### config.mk
export PLATFORM = sky130hd
export DESIGN_NAME = vscpu_boot_loader
export DESIGN_NICKNAME = d
export VERILOG_FILES = /design/src/rtl/vscpu_pkg.sv /design/src/rtl/vscpu_word_assembler.sv /design/src/rtl/vscpu_boot_loader.sv
export SDC_FILE = /design/constraint.sdc
export NUM_CORES = 1
export LEC_CHECK = 0
export CAP_MARGIN = 10
export CORE_ASPECT_RATIO = 1.5
export CORE_MARGIN = 3
export CORE_UTILIZATION = 50
export DETAILED_ROUTE_END_ITERATION = 16
export PLACE_DENSITY = 0.72
export RECOVER_POWER = 25
export REMOVE_ABC_BUFFERS = 1
export SLEW_MARGIN = 0
export SYNTH_ARGS = -nofsm -noshare
export SYNTH_HDL_FRONTEND = slang
export SYNTH_SLANG_ARGS = --single-unit
### constraint.sdc
create_clock -name clk -period 3.6 [get_ports clk]
set_input_delay 0.72 -clock clk [delete_from_list [all_inputs] [get_ports clk]]
set_output_delay 0.72 -clock clk [all_outputs]
set_load 0.005 [all_outputs]
### src/rtl/vscpu_pkg.sv
// Shared VSCPU constants: RAM geometry, opcode encoding and boot loader states.
// Latency: n/a (declarations only).
// Backpressure: n/a.
package vscpu_pkg;

    localparam int ADDR_W    = 14;
    localparam int DATA_W    = 32;
    localparam int MEM_DEPTH = 16384;

    localparam logic [7:0] SYNC_BYTE = 8'hA5;

    typedef enum logic [3:0] {
        OP_ADD   = 4'h0,
        OP_ADDI  = 4'h1,
        OP_NAND  = 4'h2,
        OP_NANDI = 4'h3,
        OP_SRL   = 4'h4,
        OP_SRLI  = 4'h5,
        OP_LT    = 4'h6,
        OP_LTI   = 4'h7,
        OP_CP    = 4'h8,
        OP_CPI   = 4'h9,
        OP_CPIN  = 4'hA,
        OP_CPINI = 4'hB,
        OP_BZJ   = 4'hC,
        OP_BZJI  = 4'hD,
        OP_MUL   = 4'hE,
        OP_MULI  = 4'hF
    } opcode_t;

    typedef enum logic [3:0] {
        ST_IDLE,
        ST_A_HI,
        ST_A_LO,
        ST_C_HI,
        ST_C_LO,
        ST_DATA,
        ST_CHK,
        ST_DONE,
        ST_ERR
    } ldr_state_t;

endpackage

### src/rtl/vscpu_word_assembler.sv
// Packs four big-endian bytes into one RAM word.
// Latency: word_vld/word_dat are combinational with the 4th accepted byte.
// Backpressure: none; consumes every byte_vld cycle.
module vscpu_word_assembler
    import vscpu_pkg::*;
(
    input  logic              clk,
    input  logic              rst,
    input  logic              byte_vld,
    input  logic [7:0]        byte_dat,
    output logic              word_vld,
    output logic [DATA_W-1:0] word_dat
);

    logic [23:0] shreg;
    logic [1:0]  idx;

    assign word_vld = byte_vld && (idx == 2'd3);
    assign word_dat = {shreg, byte_dat};

    always_ff @(posedge clk or negedge rst) begin
        if (!rst) begin
            shreg <= '0;
            idx   <= '0;
        end else if (byte_vld) begin
            shreg <= {shreg[15:0], byte_dat};
            idx   <= idx + 2'd1;
        end
    end

endmodule

### src/rtl/vscpu_boot_loader.sv
// Frame-driven RAM loader; holds the CPU in reset until a checksum-clean image lands.
// Latency: RAM write one cycle after each word's 4th byte; done/err one cycle after CHK.
// Backpressure: in_ready high from IDLE through CHK (1 byte/cycle), low in DONE/ERR until start.
module vscpu_boot_loader
    import vscpu_pkg::*;
(
    input  logic              clk,
    input  logic              rst,
    input  logic [7:0]        in_data,
    input  logic              in_valid,
    output logic              in_ready,
    input  logic              start,
    output logic              mem_we,
    output logic [ADDR_W-1:0] mem_addr,
    output logic [DATA_W-1:0] mem_wdata,
    output logic              cpu_rst,
    output logic              done,
    output logic              err
);

    localparam logic [15:0] MAX_CNT = 16'(MEM_DEPTH);

    ldr_state_t        state;
    logic [7:0]        hdr_hi;
    logic [7:0]        acc;
    logic [15:0]       rem;
    logic [ADDR_W-1:0] ptr;
    logic              xfer;
    logic              word_vld;
    logic [DATA_W-1:0] word_dat;
    logic [15:0]       hdr_word;
    logic [7:0]        sum_nxt;

    assign xfer     = in_valid && in_ready;
    assign hdr_word = {hdr_hi, in_data};
    assign sum_nxt  = acc + in_data;

    vscpu_word_assembler u_asm (
        .clk      (clk),
        .rst      (rst),
        .byte_vld (xfer && (state == ST_DATA)),
        .byte_dat (in_data),
        .word_vld (word_vld),
        .word_dat (word_dat)
    );

    always_ff @(posedge clk or negedge rst) begin
        if (!rst) begin
            state     <= ST_IDLE;
            in_ready  <= 1'b1;
            cpu_rst   <= 1'b1;
            mem_we    <= 1'b0;
            mem_addr  <= '0;
            mem_wdata <= '0;
            done      <= 1'b0;
            err       <= 1'b0;
            acc       <= '0;
            hdr_hi    <= '0;
            rem       <= '0;
            ptr       <= '0;
        end else begin
            mem_we <= 1'b0;
            case (state)
                ST_IDLE: if (xfer && in_data == SYNC_BYTE) begin
                    acc   <= '0;
                    state <= ST_A_HI;
                end
                ST_A_HI: if (xfer) begin
                    acc    <= sum_nxt;
                    hdr_hi <= in_data;
                    state  <= ST_A_LO;
                end
                ST_A_LO: if (xfer) begin
                    acc   <= sum_nxt;
                    ptr   <= hdr_word[ADDR_W-1:0];
                    state <= ST_C_HI;
                end
                ST_C_HI: if (xfer) begin
                    acc    <= sum_nxt;
                    hdr_hi <= in_data;
                    state  <= ST_C_LO;
                end
                ST_C_LO: if (xfer) begin
                    acc <= sum_nxt;
                    rem <= hdr_word;
                    if (hdr_word > MAX_CNT) begin
                        state    <= ST_ERR;
                        err      <= 1'b1;
                        in_ready <= 1'b0;
                    end else if (hdr_word == 16'd0) begin
                        state <= ST_CHK;
                    end else begin
                        state <= ST_DATA;
                    end
                end
                // Write of word k is issued here while word k+1 streams in.
                ST_DATA: if (xfer) begin
                    acc <= sum_nxt;
                    if (word_vld) begin
                        mem_we    <= 1'b1;
                        mem_addr  <= ptr;
                        mem_wdata <= word_dat;
                        ptr       <= ptr + ADDR_W'(1);
                        rem       <= rem - 16'd1;
                        if (rem == 16'd1)
                            state <= ST_CHK;
                    end
                end
                ST_CHK: if (xfer) begin
                    acc      <= sum_nxt;
                    in_ready <= 1'b0;
                    if (sum_nxt == 8'h00) begin
                        state   <= ST_DONE;
                        done    <= 1'b1;
                        cpu_rst <= 1'b0;
                    end else begin
                        state <= ST_ERR;
                        err   <= 1'b1;
                    end
                end
                ST_DONE, ST_ERR: if (start) begin
                    state    <= ST_IDLE;
                    in_ready <= 1'b1;
                    cpu_rst  <= 1'b1;
                    done     <= 1'b0;
                    err      <= 1'b0;
                end
                default: state <= ST_IDLE;
            endcase
        end
    end

endmodule

==> run summary <==
The overall die width works out to 96.8 um. The first global-routing pass estimated 24.8 mm of wire. Dividing total power by cell area gives a power density of 436 nW/um^2. The clock passes through at most 2 buffers. The maximum vdd ir drop came out at 0.290 mV. Number of max-cap violations: 1. The tightest min-delay check is of the reg -> reg type. The wire length per cell works out to 18.0 um. For the sequential area share after synthesis, the log shows 51.5%. The most used flip-flop cell after synthesis is sky130_fd_sc_hd__dfrtp_1. The run gives 0 as the count of synthesis-stage warnings from yosys.

For this design, the sink count on the clock tree is 127. The total of flip-flops plus latches after synthesis works out to 127. Port buffering added 62 buffers. Root buffer cell: sky130_fd_sc_hd__clkbuf_16. On the critical path, the stage with the largest delay is an instance of sky130_fd_sc_hd__fa_1. The via count of the first global-routing pass came out at 4836. Each instance of the synthesized netlist takes up on average 10.5 sq um. The critical path start-end classification was in -> reg. The tools report the final-layout fill cell count as 972.

From bottom edge to top edge, the die measures 142 um. Registers take 3180 sq um. In this run the static leakage power is 3.56 nW. The die covers 13800 sq um.

Counting flops with a built-in enable in the synthesized netlist gives 0. Excluding fillers, the count of instances in the completed layout stands at 824. The final reports fail on capacitance limit, slew limit. The number of hold violations in the final report came out at 0. The global-route usage over all layers is 22.5%, and the I/O pin count is 63.

The count of nets left with antenna violations once routing finished came out at 0. The clock network latency to the later pin of the worst-skew pair is 0.42 ns, and the layout net count is 683. The count of inserted antenna diode cells was 0; the data required time of the worst path was 3.96 ns. After global routing the overflow that remains totals 0.

The first TritonRoute pass finished after 5 iterations. The top cell type's share of synthesized area works out to 50.6%. In the routed layout, each cell is associated on average with a via count of 5.95. Across all layers, the routed design uses 4905 vias.

The tools report the detailed-route DRC error count as 0. The tools report the number of max-slew violations in the final report as 42. The synthesized netlist occupies a cell area of 6180 sq um. In the synthesized netlist, the number of instances is 588. The critical path goes through clkdlybuf4s50_1 > ha_1 > fa_1 > or3_1 > nor3_2 > o221ai_2 > a2111oi_4 > o211a_1 > o21a_1. The number of clock buffers added by TritonCTS is 17. TritonCTS built the clock tree. The DRC marker count from the first detailed-route iteration was 316; the CTS H-tree depth was 4.

The category of the worst setup path launch point is an input pin. Once the floorplan was initialized, standard cells occupied 51.4% of the core. Buffers added to address setup during post-CTS repair amount to 0. The worst setup path is captured at a flip-flop. CTS clock-pin slew for the worst setup and hold paths: 0.06 ns. The maximum number of pins on one net before global-route repair is 77, and the relative max-transition margin is -52.4%.

Yosys instantiated no cell more often than sky130_fd_sc_hd__dfrtp_1. The run finished, with violations left. Setup violation total in the final timing report: 0.

The post-route netlist has 19.7% of its cells at a drive strength greater than 1. In the final layout, the multi-input gates occupy 2850 sq um. Hold is met by 0.476 ns. The delay contributed by the slowest stage of the critical path was 0.46 ns. The run gives 72 as the number of distinct standard cells referenced by the synthesized netlist. The area added between synthesis and finish was 23.8%. Setup repair after global routing left no endpoint under its margin. The wire-length estimate of the detail-placed layout is 10.1 mm. At the end of routability-driven placement, the weighted congestion stood at 0.893. The biggest area contributor in the post-synthesis netlist is sky130_fd_sc_hd__dfrtp_1. By count the netlist is led by 125 x sky130_fd_sc_hd__dfrtp_1, 89 x sky130_fd_sc_hd__nand2_1, 61 x sky130_fd_sc_hd__mux2_2. Clock skew on the completed layout was measured at 0.00676 ns.

In the post-synthesis netlist, the biggest area contributors are sky130_fd_sc_hd__dfrtp_1 51%, sky130_fd_sc_hd__mux2_2 11%, sky130_fd_sc_hd__nand2_1 5.4%. The number of hold buffers added after CTS was 0. Based on the critical path, the design can be clocked at up to 330 MHz. At the pin with the least slew margin, the transition time is 2.29 ns.

In the finished design, the share of the clock period the worst path needs comes to 84.1%. The routed design has 14.8 mm of wire. After layout, the minimum clock period comes to 3.03 ns.

Of all nets on the critical path, the largest fanout is 4. Counting tap cells, the placed design contains a total of 793 instances. The tools report the row count as 49. In the synthesized netlist the async set-or-reset flop fraction comes to 100%.

The number of antenna violations at the first check in global routing is 0, and the endpoint arrival time on the critical path is 3.39 ns. Once the clock tree was built, the resizer swapped 0 gates to a different size. For the area of the placeable core, the log shows 12000 sq um. Once layout is complete, the utilization of the core stands at 63.7%.
==> report_power, final <==
group          leakage [nW]  internal (mW)  switching (mW)
logic                  1.51         0.0323          0.0652
registers              1.75           1.43               0
clock network         0.302           1.17           0.641
==> worst max-delay path: cells and delay by family <==
kind	cells	cell delay [ns]
AOI/OAI and AO/OA	4	0.95
adders and majority gates	2	0.70
buffers and inverters	1	0.44
and+or+nand+nor	2	0.56
==> cells in the final DEF, fill, tap and decap left out, types with 3 or more instances in the layout <==
master / netlist / layout
sky130_fd_sc_hd__nand3b_1: 3 / 3
sky130_fd_sc_hd__inv_1: 9 / 9
sky130_fd_sc_hd__o21a_1: 6 / 6
sky130_fd_sc_hd__o22ai_1: 8 / 8
sky130_fd_sc_hd__a21oi_1: 47 / 47
sky130_fd_sc_hd__ha_1: 11 / 11
sky130_fd_sc_hd__or2_2: 5 / 5
sky130_fd_sc_hd__o22a_1: 3 / 3
sky130_fd_sc_hd__and3_1: 3 / 3
sky130_fd_sc_hd__nor4_1: 4 / 4
sky130_fd_sc_hd__clkbuf_16: 0 / 17
sky130_fd_sc_hd__buf_4: 2 / 17
sky130_fd_sc_hd__a22o_1: 9 / 9
sky130_fd_sc_hd__o21ai_0: 35 / 35
sky130_fd_sc_hd__bufinv_16: 0 / 4
sky130_fd_sc_hd__nand4_1: 9 / 9
sky130_fd_sc_hd__clkdlybuf4s50_1: 0 / 61
sky130_fd_sc_hd__clkinv_4: 0 / 4
sky130_fd_sc_hd__nor2_1: 31 / 30
sky130_fd_sc_hd__a31oi_1: 5 / 5
sky130_fd_sc_hd__nor3_1: 11 / 10
sky130_fd_sc_hd__or3_1: 3 / 3
sky130_fd_sc_hd__nand2_1: 89 / 89
sky130_fd_sc_hd__nor2b_1: 4 / 4
sky130_fd_sc_hd__nand2b_1: 5 / 5
sky130_fd_sc_hd__dfrtp_1: 125 / 125
sky130_fd_sc_hd__nand3_1: 13 / 13
sky130_fd_sc_hd__mux2_2: 61 / 61
==> cells by family (layout without fill, tap and decap cells) <==
| family | Yosys count | after routing | synth area share (%) |
|---|---|---|---|
| AOI/OAI and AO/OA | 146 | 146 | 15.7 |
| xor gates and xnor gates | 3 | 3 | 0.425 |
| DFF | 127 | 127 | 51.5 |
| and+or+nand+nor | 200 | 200 | 16.0 |
| adders and majority gates | 12 | 12 | 2.55 |
| muxes | 61 | 61 | 11.1 |
| buffers and inverters | 39 | 122 | 2.77 |
==> worst paths after layout <==
kind | start | end | slack [ns] | depth (start not counted)
setup / recovery | in_data[0] | done | 0.57 | 9
hold / removal | mem_addr[7] | mem_addr[7] | 0.48 | 2
setup reg to reg | state[2] | rem[10] | 0.94 | 6
hold reg to reg | mem_addr[7] | mem_addr[7] | 0.48 | 2
max in group asynchronous | rst | u_asm.shreg[1] | 1.24 | 2
min in group asynchronous | rst | mem_wdata[18] | 0.98 | 1
==> per-layer routing <==
metal	global-route usage (%)	wire (um)	vias to the layer above
met5	0	0	-
met4	8.73	331	0
met3	4.46	634	24
met2	39.1	7770	152
met1	27.6	6100	2442
li1	-	-	2287
==> registers in the layout (all words and copies together) (netlist names) <==
register	flops
mem_we	1
cpu_rst	1
ptr	14
in_ready	1
state	4
done	1
hdr_hi	8
acc	8
mem_addr	14
rem	16
mem_wdata	32
u_asm.idx	2
err	1
u_asm.shreg	24
==> per-stage QoR <==
stage               TNS (ns)  cell area [sq um]  setup WS, ns  power (mW)
finish                     0               7650         0.572        3.34
global route               0               7650         0.423        3.45
CTS                        0               7660         0.566        3.36
detailed placement         0               7030         0.191        1.55
floorplan            -219.41               6050         -3.79        1.48
global placement           0               7030         0.209        1.55
==> area by class of cell <==
class                   instances  share of cell area, %
inverters                      10                  0.490
repair buffers                 81                   10.0
well taps                     153                   2.50
clock buffers                  18                   5.74
flip-flops and latches        127                   41.5
clock inverters                13                   2.47
multi-input cells             422                   37.3
Power figures use the tool's default switching activity.
